[src/rtl/seq_adder_sub.sv]
// Chunk-serial adder/subtractor: processes CHUNK bits per cycle and
// publishes sum, carry and signed overflow together when the last chunk lands.
module seq_adder_sub #(
    parameter int WIDTH = 16,
    parameter int CHUNK = 4
) (
    input  logic             clk,
    input  logic             rst_n,
    input  logic             start,
    input  logic [WIDTH-1:0] a,
    input  logic [WIDTH-1:0] b,
    input  logic             cin,
    input  logic             sub,
    output logic             ready,
    output logic             done,
    output logic [WIDTH-1:0] sum,
    output logic             cout,
    output logic             ovf
);

    localparam int N  = WIDTH / CHUNK;
    localparam int CW = (N > 1) ? $clog2(N) : 1;

    typedef enum logic [1:0] {IDLE, RUN, DONE} state_t;

    state_t           state;
    logic [WIDTH-1:0] a_q;
    logic [WIDTH-1:0] b_q;
    logic [WIDTH-1:0] psum;
    logic             carry;
    logic [CW-1:0]    k;

    int               lo;
    logic [CHUNK-1:0] ca;
    logic [CHUNK-1:0] cb;
    logic [CHUNK-1:0] cs;
    logic             cc;
    logic             msb_in;
    logic [WIDTH-1:0] psum_nx;
    logic             last;

    assign ready = (state == IDLE);
    assign last  = (k == CW'(N - 1));

    always_comb begin
        lo      = int'(k) * CHUNK;
        ca      = a_q[lo +: CHUNK];
        cb      = b_q[lo +: CHUNK];
        {cc, cs} = {1'b0, ca} + {1'b0, cb} + {{CHUNK{1'b0}}, carry};
        // Carry into the top bit recovered from its sum bit: s = a ^ b ^ c.
        msb_in  = ca[CHUNK-1] ^ cb[CHUNK-1] ^ cs[CHUNK-1];
        psum_nx = psum;
        psum_nx[lo +: CHUNK] = cs;
    end

    always_ff @(posedge clk or negedge rst_n) begin
        if (!rst_n) begin
            state <= IDLE;
            a_q   <= '0;
            b_q   <= '0;
            psum  <= '0;
            carry <= 1'b0;
            k     <= '0;
            done  <= 1'b0;
            sum   <= '0;
            cout  <= 1'b0;
            ovf   <= 1'b0;
        end else begin
            unique case (state)
                IDLE: begin
                    done <= 1'b0;
                    if (start) begin
                        a_q   <= a;
                        b_q   <= sub ? ~b : b;
                        carry <= sub ? ~cin : cin;
                        psum  <= '0;
                        k     <= '0;
                        state <= RUN;
                    end
                end
                RUN: begin
                    psum  <= psum_nx;
                    carry <= cc;
                    if (last) begin
                        sum   <= psum_nx;
                        cout  <= cc;
                        ovf   <= msb_in ^ cc;
                        done  <= 1'b1;
                        state <= DONE;
                    end else begin
                        k <= k + CW'(1);
                    end
                end
                DONE: begin
                    done  <= 1'b0;
                    state <= IDLE;
                end
                default: state <= IDLE;
            endcase
        end
    end

endmodule

[config.mk]
export PLATFORM = sky130hd
export DESIGN_NAME = seq_adder_sub
export DESIGN_NICKNAME = d
export VERILOG_FILES = /design/src/rtl/seq_adder_sub.sv
export SDC_FILE = /design/constraint.sdc
export NUM_CORES = 1
export LEC_CHECK = 0
export CAP_MARGIN = 20
export CORE_MARGIN = 5
export CORE_UTILIZATION = 57
export DETAILED_ROUTE_END_ITERATION = 6
export GPL_TIMING_DRIVEN = 0
export PLACE_DENSITY = 0.95
export SLEW_MARGIN = 20
export SYNTH_ARGS = -nofsm -noshare
export SYNTH_HDL_FRONTEND = slang
export SYNTH_SLANG_ARGS = --single-unit
[constraint.sdc]
create_clock -name clk -period 6.76 [get_ports clk]
set_input_delay 1.014 -clock clk [delete_from_list [all_inputs] [get_ports clk]]
set_output_delay 1.014 -clock clk [all_outputs]
set_load 0.02 [all_outputs]
* After elaboration in Yosys (flattened, before gate mapping)
Index checks and enable logic that the tools add are counted.
** Word-level totals
- Flip-flop bits (word level) :: 72
- Logic and storage cells :: 54
- Memories :: 0
- Input port bits :: 37
- Memory bits (read-only) :: 0
- Bits in writable memories :: 0
- Bits in latches :: 0
** Cells by class
- Muxes and demuxes :: 15
- Bitwise logic cells :: 5
- Shifts and indexed selects :: 4
- Multiply operators :: 0
- Add/sub/neg operators :: 4
- Eq/ne operators :: 6
- Reductions and logical operators :: 10
- Divide/modulo/power cells :: 0
- Magnitude comparators :: 0
** Operators with widths (count)
- 4-bit negator with 33-bit output :: 1
- 4-bit by 33-bit variable shift with 16-bit output, first input constant :: 1
- 4-bit by 33-bit indexed part select with 16-bit output :: 1
- 16-bit two-way mux :: 2
- 16-bit one-hot mux with 2 select lines :: 1
- 16-bit by 5-bit indexed part select with 4-bit output :: 2
- 16-bit bitwise mux :: 1
- 16-bit NOT :: 1
- 2-bit AND reduction :: 5
- 2-bit two-way mux :: 4
- 2-bit one-hot mux with 2 select lines :: 2
- 2-bit inequality test, second input constant :: 3
- 4-bit by 4-bit adder with 5-bit output :: 1
- 5-bit by 1-bit adder with 5-bit output :: 1
- 2-bit == test, second input constant :: 2
- 1-bit one-hot mux with 2 select lines :: 2
- 2-bit nonzero test :: 2
- 1-bit two-way mux :: 3
- 3-bit AND reduction :: 1
- 1-bit bitwise XOR :: 3
- 2-bit by 1-bit adder with 2-bit output, second input constant :: 1
- 2-bit by 1-bit == test with 1-bit output, second input constant :: 1
- 2-bit logical NOT :: 1
- 2-bit OR reduction :: 1
- 1-bit NOT :: 1

* Logic depth before layout (Yosys ltp)
Gate-level depths: netlist (run 1).
- Word-level depth :: 6
- Gate-level depth with buffers :: 8
- Depth with buffers taken out :: 7

* Least setup slack after synthesis (run 1)
No wires, ideal clock.
- Path kind :: reg2reg
- Start :: register k[0]
- End :: register ovf
- Period minus slack after synthesis :: 2.811 ns
- Path slack :: 3.949 ns
- Data arrival time :: 2.675 ns
- Cell stages (with the launch flop) :: 9
- Buffers on the path :: 1
- Cell sequence :: dfrtp_1 buf_2 mux4_2 fa_1 fa_1 a21o_1 a21oi_1 xnor2_1 o21ai_0
** Between the ends
- Word-level cells in the longest chain between the ends :: 5
- Elaborated cells between the ends (all ways) :: 9
- Classes of those cells :: add/sub (2); eq/ne (1); shift (2); bitwise (3); reduce/logical (1)
** RTL lines
- start: declaration :: line 31 : logic [CW-1:0] k;
- start signal: assignment :: line 91 : k <= k + CW'(1);
- 16-bit by 5-bit indexed part select with 4-bit output (on tied branches) :: line 47, 48
- 4-bit by 4-bit adder with 5-bit output :: line 49 : {cc, cs} = {1'b0, ca} + {1'b0, cb} + {{CHUNK{1'b0}}, carry};
- 5-bit by 1-bit adder with 5-bit output :: line 49
- 1-bit bitwise XOR :: line 51 : msb_in = ca[CHUNK-1] ^ cb[CHUNK-1] ^ cs[CHUNK-1];
- 1-bit bitwise XOR :: line 87 : ovf <= msb_in ^ cc;
- end signal: assignment :: line 87
- end: declaration :: line 18 : output logic ovf
Parallel ways exist; a longest one is shown, timed or not.
A chain may end at the register's enable or synchronous reset.

* Worst setup path in the final report (run 1)
- Start :: register k[0]
- End :: register psum[6]
** Between the ends
- Word-level cells in the longest chain between the ends :: 6
- Elaborated cells between the ends (all ways) :: 9
- Classes of those cells :: add/sub (3); shift (4); mux (2)
** RTL lines
- 16-bit by 5-bit indexed part select with 4-bit output (on tied branches) :: line 47, 48
- 4-bit by 4-bit adder with 5-bit output :: line 49
- 5-bit by 1-bit adder with 5-bit output :: line 49
- 4-bit by 33-bit indexed part select with 16-bit output :: line 53 : psum_nx[lo +: CHUNK] = cs;
- 16-bit bitwise mux * :: line 53
- 16-bit one-hot mux with 2 select lines * :: line 69 : unique case (state)
- end signal: assignment :: line 82 : psum <= psum_nx;
- end: declaration :: line 29 : logic [WIDTH-1:0] psum;
Mark *: on every way between the ends. The rest lies on a longest branch, timed or not.

==> results of run 1 <==
-- critical path, stage by stage, from the launching register on --
cell     delay, ns
dfrtp_1       0.46
buf_2         0.38
mux4_2        0.57
fa_1          0.44
fa_1          0.42
xor2_1        0.44
and2_1        0.33
a22o_1        0.17
-- sequential cells by signal, indices dropped and copies added, names as in the netlist --
signal,count
a_q,16
b_q,16
psum,16
sum,16
k,2
state,2
carry,1
cout,1
done,1
ovf,1
-- area by class of cell --
class | count | area share (%)
clock inverters | 6 | 1.91
well taps | 75 | 2.17
plain buffers | 17 | 1.74
repair buffers | 56 | 13.3
inverters | 8 | 0.695
clock buffers | 10 | 3.19
multi-input cells | 192 | 35.3
flip-flops and latches | 72 | 41.7
-- report_power, final --
| group | internal (mW) | switching [mW] |
|---|---|---|
| Clock | 0.216 | 0.165 |
| Combinational | 0.542 | 0.788 |
| Sequential | 0.622 | 0.114 |
| Total | 1.38 | 1.07 |
-- metrics by stage --
step	instance area [µm²]	util, %	cells
floorplan	3430	-	289
global placement	4080	69.2	419
detailed placement	4100	69.7	420
CTS	4320	73.4	436
global route	4320	73.4	436
finish	4320	73.4	436
-- cells in the mapped netlist, types with 2 or more instances --
master,count,share of area (%)
a21o_1,2,0.44
a21oi_1,24,3.5
a221oi_1,9,2.3
a22o_1,5,1.3
a32o_1,12,3.5
buf_1,2,0.22
buf_2,8,1.2
clkbuf_1,6,0.66
dfrtp_1,72,53
fa_1,2,1.2
ha_1,9,3.3
inv_1,8,0.88
mux2_2,17,5.6
mux4_2,8,5.3
nand2_1,14,1.5
nor2_1,37,4.0
nor2b_1,3,0.55
nor3_2,2,0.58
nor3b_1,4,0.88
o21ai_0,9,1.3
o21ai_2,4,1.0
xnor2_1,18,4.6
xor2_1,3,0.77
-- how the worst max path moves through the flow --
| stage | start | to | slack [ns] | cells after the start |
|---|---|---|---|---|
| after detailed placement | k[0]$_DFFE_PN0P_ | psum[14]$_DFFE_PN0P_ | 3.51 | 7 |
| after global placement | rst_n | b_q[11]$_DFFE_PN0P_ | 2.43 | 1 |
| after global routing | k[0]$_DFFE_PN0P_ | psum[2]$_DFFE_PN0P_ | 3.27 | 7 |
| after CTS | k[0]$_DFFE_PN0P_ | psum[6]$_DFFE_PN0P_ | 3.47 | 7 |
| final | k[0]$_DFFE_PN0P_ | psum[6]$_DFFE_PN0P_ | 3.47 | 7 |
| after floorplan | k[0]$_DFFE_PN0P_ | ovf$_DFFE_PN0P_ | 3.95 | 8 |
-- placed cells by master (no fill, tap or decap), types with 2 or more instances in the layout --
master,count
dfrtp_1,72
clkdlybuf4s50_1,54
nor2_1,37
a21oi_1,24
xnor2_1,18
mux2_2,17
nand2_1,14
a32o_1,12
clkbuf_8,10
o21ai_0,9
a221oi_1,9
ha_1,9
buf_2,8
mux4_2,8
inv_1,8
clkbuf_1,6
a22o_1,5
o21ai_2,4
nor3b_1,4
xor2_1,3
nor2b_1,3
clkinv_2,3
nor3_2,2
a21o_1,2
buf_1,2
fa_1,2
bufinv_16,2
-- cell families after synthesis --
group                      after synthesis  share of synthesized area [%]
DFF                                     72                           52.5
adders and majority gates               11                           4.45
muxes                                   25                           10.8
buffers and inverters                   25                           3.06
and+or+nand+nor                         68                           9.92
xor gates and xnor gates                21                           5.36
AOI/OAI and AO/OA                       67                           13.9
-- per-layer routing --
metal  up-vias  global-route usage (%)  share of wire, %
li1       1164                       -                 -
met1      1239                    27.7                40
met2        84                    40.3                53
met3        20                    4.52               5.2
met4         0                    12.0               2.6
met5         -                       0                 0
==> flow_summary.ini, run 1 <==
[pwr]
ir_drop_mv = 0.336
p_per_area_nw_per_um2 = 567
power.total_mw = 2.45
p_leak_nw = 1.81

[setup_path]
startpoint_type = register
r2r_end = psum[6]$_DFFE_PN0P_
r2r_start = k[0]$_DFFE_PN0P_
worstPathRequired_ns = 7.05
crit_fanout = 10
reg2reg_slack_ns = 3.47
rr_worst_depth = 7
critPathCaptureType = register
path_class = reg -> reg
arrival_ns = 3.58

[place]
dp_hpwl_um = 5390
io_buffers = 55
gp_congestion = 0.858
dp_slack_ns = 3.51

[timing]
whs_ns = 0.486
rsz0062_at_grt = no
tightest_slew_ns = 0.625
report.final.slew_viol_count = 0
fin_skew_ns = 0.00649
finalCriticalPeriod_ns = 3.29
timing.fmax_mhz = 304
setup_tns_ns = 0
final_hold_viol_count = 0
worst_slack_ns = 3.47
fin_crit_sh_pct = 48.6
setup_viol_count_final = 0
relSlewSlack_pct = 58.3

[finish]
register_area_um2 = 1800
nets = 404
multi_input_area_um2 = 1520
antennaDiodeCount = 0
drive_above_1_share_pct = 17.2
syn2layout_area_growth_pct = 25.9
fill_cells = 421

[logic_synthesis]
synthArstFlopShare_pct = 100
syn_nets = 337
ys_seq_area_share_pct = 52.5
synth_seq_cells = 72
yosysWarnings = 0
synth_area_um2 = 3430
synth_flop_cell = dfrtp_1
synthesis.instances = 289
synth-edff-count = 0
synth.avg_cell_area_um2 = 11.9
synth_cell_types = 34

[global_routing]
gr-usage-all-layers_pct = 23.4
grt_max_degree = 54
grt_pass1_vias = 2715
grt-ovfl-total = 0
grt_pass1_wl_um = 13400
antenna_found_initial = 0

[clocking]
cts-hold-fix-buffers = 0
cts.sinks = 72
clk_latency_ns = 0.36
clk_path_buf_depth = 2
cts_tree = done
clk_pin_slew_ns = 0.07
root_buffer = clkbuf_8
cts_setup_buffers = 0
cts_repair_resize_count = 0
ctsHtreeMaxLevel = 3
numCtsBuffers = 9

[route]
wl_per_cell_um = 18.0
drt_iter0_drc = 143
vias = 2507
firstDrtPassIters = 4
drtAntennaViolNets = 0
vias_per_cell = 5.75
drc_errors = 0
drt_wl_total_um = 7850

[worst_hold_path]
holdPathEnd = psum[11]$_DFFE_PN0P_
hold_depth = 1
hp-start = psum[11]$_DFFE_PN0P_
min_path_type = reg -> reg

[floorplan]
start_util_pct = 58.3
die_h_um = 87.6
rows = 28
die_w_um = 87.6
io_pins = 57
core_area_um2 = 5890
dieArea_um2 = 7670

[flow_run]
maxCapViolations = 0

[outcome]
outcome = finished, final reports clean
Power figures use the tool's default switching activity.
==> run 2: changes to the inputs <==
CORE_UTILIZATION = 48   (was 57)
PLACE_DENSITY = 0.86   (was 0.95)
clock period = 2.7 ns   (was 6.76 ns; I/O delays follow)
==> flow_summary.ini, run 2 (synthesis gave the netlist of run 1 again) <==
[setup_path]
path_buf_inv = 2
r2r_start = k[0]$_DFFE_PN0P_
crit_path_cell_trace = buf_12 -> mux4_2 -> fa_2 -> fa_2 -> a21o_1 -> a21oi_4 -> buf_4 -> o221ai_1
path_delay_family = adder cells
worstPathRequired_ns = 2.90
arrival_ns = 2.88
critPathCaptureType = register
startpoint_type = register
slowest_delay_ns = 0.52
path_class = reg -> reg
cp-startpoint = k[0]$_DFFE_PN0P_
cp_common_cell = fa_2
crit_fanout = 8
slowest_stage = mux4_2

[route]
vias = 2469
vias_per_cell = 5.32
drt_iter0_drc = 98
wl_per_cell_um = 15.8
drt_wl_total_um = 7350
drc_errors = 0
firstDrtPassIters = 4
drtAntennaViolNets = 0

[finish]
finish.utilization_pct = 65.2
nets = 412
final_cell_mix = dfrtp_1, clkdlybuf4s50_1, nor2_1
register_area_um2 = 1800
syn2layout_area_growth_pct = 30.5
finalNonFillerCells = 464
multi_input_area_um2 = 1570
antennaDiodeCount = 0
drive_above_1_share_pct = 20.7
fill_cells = 531
mostFrequentLayoutCell = dfrtp_1

[pwr]
power_switching_mw = 2.72
pwr-share-clk_pct = 14.4
swShare_pct = 41.6
p_leak_nw = 1.87
comb_power_share_pct = 57.7
power.total_mw = 6.54
p_int_mw = 3.82
p_per_area_nw_per_um2 = 1460
ir_drop_mv = 0.891
p_seq_share_pct = 27.8

[clocking]
clk_path_buf_depth = 2
numCtsBuffers = 9
cts.sinks = 72
clk_pin_slew_ns = 0.07
ctsHtreeMaxLevel = 3
clk_latency_ns = 0.34
root_buffer = clkbuf_8
cts_tree = done

[global_routing]
gr-usage-all-layers_pct = 18.3
grt_pass1_wl_um = 12500
grt_pass1_vias = 2609
grt-ovfl-total = 0
grt_max_degree = 52
antenna_found_initial = 0

[timing]
report.final.slew_viol_count = 0
setup_viol_count_final = 0
rsz0062_at_grt = yes
fin_skew_ns = 0.0141
tightest_slew_ns = 0.521
final_hold_viol_count = 0
finalCriticalPeriod_ns = 2.68
relSlewSlack_pct = 65.1
fin_crit_sh_pct = 99.1
timing.fmax_mhz = 374

[flow_run]
maxCapViolations = 0

[floorplan]
io_pins = 57
start_util_pct = 49.9
die_h_um = 94.5
core_area_um2 = 6870
dieArea_um2 = 8940
rows = 30
die_w_um = 94.5

[outcome]
outcome = finished, final reports clean

[place]
dp_hpwl_um = 5370
io_buffers = 55
placed_cells = 441
gp_congestion = 0.865

[worst_hold_path]
min_path_type = reg -> reg
hp-start = sum[9]$_DFFE_PN0P_
==> run 2: metrics by stage <==
step	hold WS, ns	area (µm²)	TNS [ns]	setup slack, ns
global route	0.505	4480	-0.159	-0.0577
detailed placement	0.317	4130	-8.96	-0.589
CTS	0.488	4410	0	0.00773
floorplan	0.109	3440	0	0.0121
global placement	0.466	4110	-81.74	-1.06
finish	0.485	4480	0	0.0239
==> run 2: layer usage <==
metal	global-route usage [%]	up-vias	wire length [µm]
li1	-	1176	-
met1	23.1	1205	3030
met2	31.1	78	3720
met3	4.38	10	480
met4	5.77	0	121
met5	0	-	0
==> run 2: final cells by class <==
cell class / instances / area share, %
flip-flops and latches: 72 / 40.3
multi-input cells: 192 / 35.0
repair buffers: 65 / 14.4
clock buffers: 12 / 3.46
well taps: 96 / 2.68
plain buffers: 16 / 2.01
clock inverters: 3 / 1.45
inverters: 8 / 0.671
==> run 2: path summary, 6_finish.rpt <==
| path | end | slack [ns] | cells past startpoint |
|---|---|---|---|
| max | carry$_DFFE_PN0P_ | 0.02 | 8 |
| min | sum[9]$_DFFE_PN0P_ | 0.48 | 2 |
| max reg2reg | carry$_DFFE_PN0P_ | 0.02 | 8 |
| min reg2reg | sum[9]$_DFFE_PN0P_ | 0.48 | 2 |
| max in group asynchronous | k[0]$_DFFE_PN0P_ | 1.62 | 3 |
| min in group asynchronous | sum[3]$_DFFE_PN0P_ | 0.49 | 2 |
==> run 2: power groups by stage <==
| stage | clock network (mW) | logic, mW | registers, mW |
|---|---|---|---|
| 6_report | 0.945 | 3.78 | 1.82 |
| 5_1_grt | 1.02 | 4.09 | 1.88 |
| 4_1_cts | 0.970 | 3.52 | 1.82 |
| 3_3_place_gp | 0 | 3.16 | 1.81 |
| 2_1_floorplan | 0 | 2.15 | 1.92 |
| 3_5_place_dp | 0 | 3.28 | 1.85 |
==> run 2: timing repair <==
action	in CTS	in global routing
endpoints found under the hold margin	21	0
resized for setup	11	4
pin swaps	1	5
hold buffers	1	0
setup endpoints to repair	27	5
setup buffers	1	7
==> run 2: worst register-to-register path: stages (launching register included) <==
cell and delay, ns:
dfrtp_2 0.39, buf_12 0.13, mux4_2 0.53, fa_2 0.41, fa_2 0.44, a21o_1 0.21
a21oi_4 0.19, buf_4 0.14, o221ai_1 0.11
==> run 3: changes to the inputs <==
CORE_UTILIZATION = 57   (was 48)
PLACE_DENSITY = 0.95   (was 0.86)
RECOVER_POWER = 100   (was not set)
clock period = 3.3 ns   (was 2.7 ns; I/O delays follow)
==> flow_summary.ini, run 3 (synthesis gave the netlist of run 1 again) <==
[global_routing]
grt_pass1_vias = 2715
antenna_found_initial = 0
grt_max_degree = 54
grt-ovfl-total = 0
grt_pass1_wl_um = 13400
gr-usage-all-layers_pct = 23.4

[route]
vias = 2523
vias_per_cell = 5.79
drt_wl_total_um = 7830
drtAntennaViolNets = 0
wl_per_cell_um = 18.0
drt_iter0_drc = 169
firstDrtPassIters = 5
drc_errors = 0

[timing]
setup_tns_ns = 0
fin_skew_ns = 0.00868
tightest_slew_ns = 1.30
fin_crit_sh_pct = 95.3
relSlewSlack_pct = 13.6
rsz0062_at_grt = no
setup_viol_count_final = 0
report.final.slew_viol_count = 0
timing.fmax_mhz = 318
final_hold_viol_count = 0
whs_ns = 0.315
finalCriticalPeriod_ns = 3.15

[floorplan]
dieArea_um2 = 7670
die_h_um = 87.6
rows = 28
start_util_pct = 58.3
io_pins = 57
die_w_um = 87.6
core_area_um2 = 5890

[setup_path]
crit_fanout = 10
slowest_delay_ns = 0.55
path_buf_inv = 1
worstPathRequired_ns = 3.51
cp_common_cell = fa_1
path_class = reg -> reg
slowest_stage = mux4_2
crit_path_cell_trace = clkbuf_4 -> mux4_2 -> fa_1 -> fa_1 -> a21o_1 -> a21oi_1 -> xnor2_1 -> o21ai_0
arrival_ns = 3.36
path_depth = 8
startpoint_type = register
path_delay_family = adder cells
critPathCaptureType = register
rr_worst_depth = 8

[clocking]
clk_latency_ns = 0.35
cts_tree = done
root_buffer = clkbuf_8
clk_pin_slew_ns = 0.08
cts.sinks = 72
numCtsBuffers = 9
cts-hold-fix-buffers = 0
clk_path_buf_depth = 2
ctsHtreeMaxLevel = 3
cts_setup_buffers = 0

[finish]
nets = 404
finish.utilization_pct = 72.9
drive_above_1_share_pct = 15.5
design_area_um2 = 4290
antennaDiodeCount = 0
syn2layout_area_growth_pct = 25.1
final_cell_mix = dfrtp_1, nor2_1, clkdlybuf4s50_1
mostFrequentLayoutCell = dfrtp_1

[flow_run]
maxCapViolations = 0

[place]
io_buffers = 55
gp_congestion = 0.858
placed_area_um2 = 4100
dp_hpwl_um = 5390

[pwr]
power.total_mw = 4.96
p_leak_nw = 1.83
p_per_area_nw_per_um2 = 1160
ir_drop_mv = 0.780

[worst_hold_path]
min_path_type = in -> async

[outcome]
outcome = finished, final reports clean
-- run 3: where the power goes --
part / switching [mW] / leakage [nW] / internal [mW] / total, mW
logic: 1.61 / 0.826 / 1.07 / 2.68
registers: 0.228 / 0.890 / 1.27 / 1.50
clock network: 0.336 / 0.112 / 0.442 / 0.778
-- run 3: area by class of cell --
cell class                      instances  area, µm²
Sequential cell                        72       1800
Tap cell                               75       93.8
Inverter                                8       30.0
Clock inverter                          6       82.6
Timing Repair Buffer                   56        549
Fill cell                             427       1590
Buffer                                 17       73.8
Multi-Input combinational cell        192       1520
Clock buffer                           10        138
-- run 3: final timing paths --
check	startpoint	endpoint	slack, ns
setup / recovery	k[0]$_DFFE_PN0P_	ovf$_DFFE_PN0P_	0.15
hold / removal	rst_n	a_q[12]$_DFFE_PN0P_	0.31
setup reg to reg	k[0]$_DFFE_PN0P_	ovf$_DFFE_PN0P_	0.15
hold reg to reg	cout$_DFFE_PN0P_	cout$_DFFE_PN0P_	0.48
max in group asynchronous	rst_n	b_q[11]$_DFFE_PN0P_	1.14
min in group clk	cout$_DFFE_PN0P_	cout$_DFFE_PN0P_	0.48
-- run 3: worst reg2reg max path, delay by kind of cell, from the launching register on --
family | cells | cell delay (ns)
multiplexers | 1 | 0.55
adder cells (fa/ha/maj) | 2 | 0.88
AO/OA/AOI/OAI | 3 | 0.61
flip-flops | 1 | 0.46
buffers and inverters | 1 | 0.33
XOR/XNOR | 1 | 0.18
-- run 3: timing repair --
action,in CTS,in global routing
resized for setup,0,4
hold endpoints to repair,0,0
endpoints found under the setup margin,0,6
-- run 3: per-layer routing --
| metal | track usage (%) | vias to the layer above | part of all wire [%] |
|---|---|---|---|
| li1 | - | 1165 | - |
| met5 | 0 | - | 0 |
| met1 | 27.7 | 1252 | 40 |
| met4 | 12.0 | 0 | 2.8 |
| met2 | 40.3 | 87 | 52 |
| met3 | 4.52 | 19 | 5.6 |
-- run 3: stage by stage --
stage                     worst slack [ns]  cells
after CTS                          0.00540    436
after global placement              -0.507    419
after floorplan                      0.489    289
after global routing                0.0185    436
final                                0.154    436
after detailed placement            0.0526    420
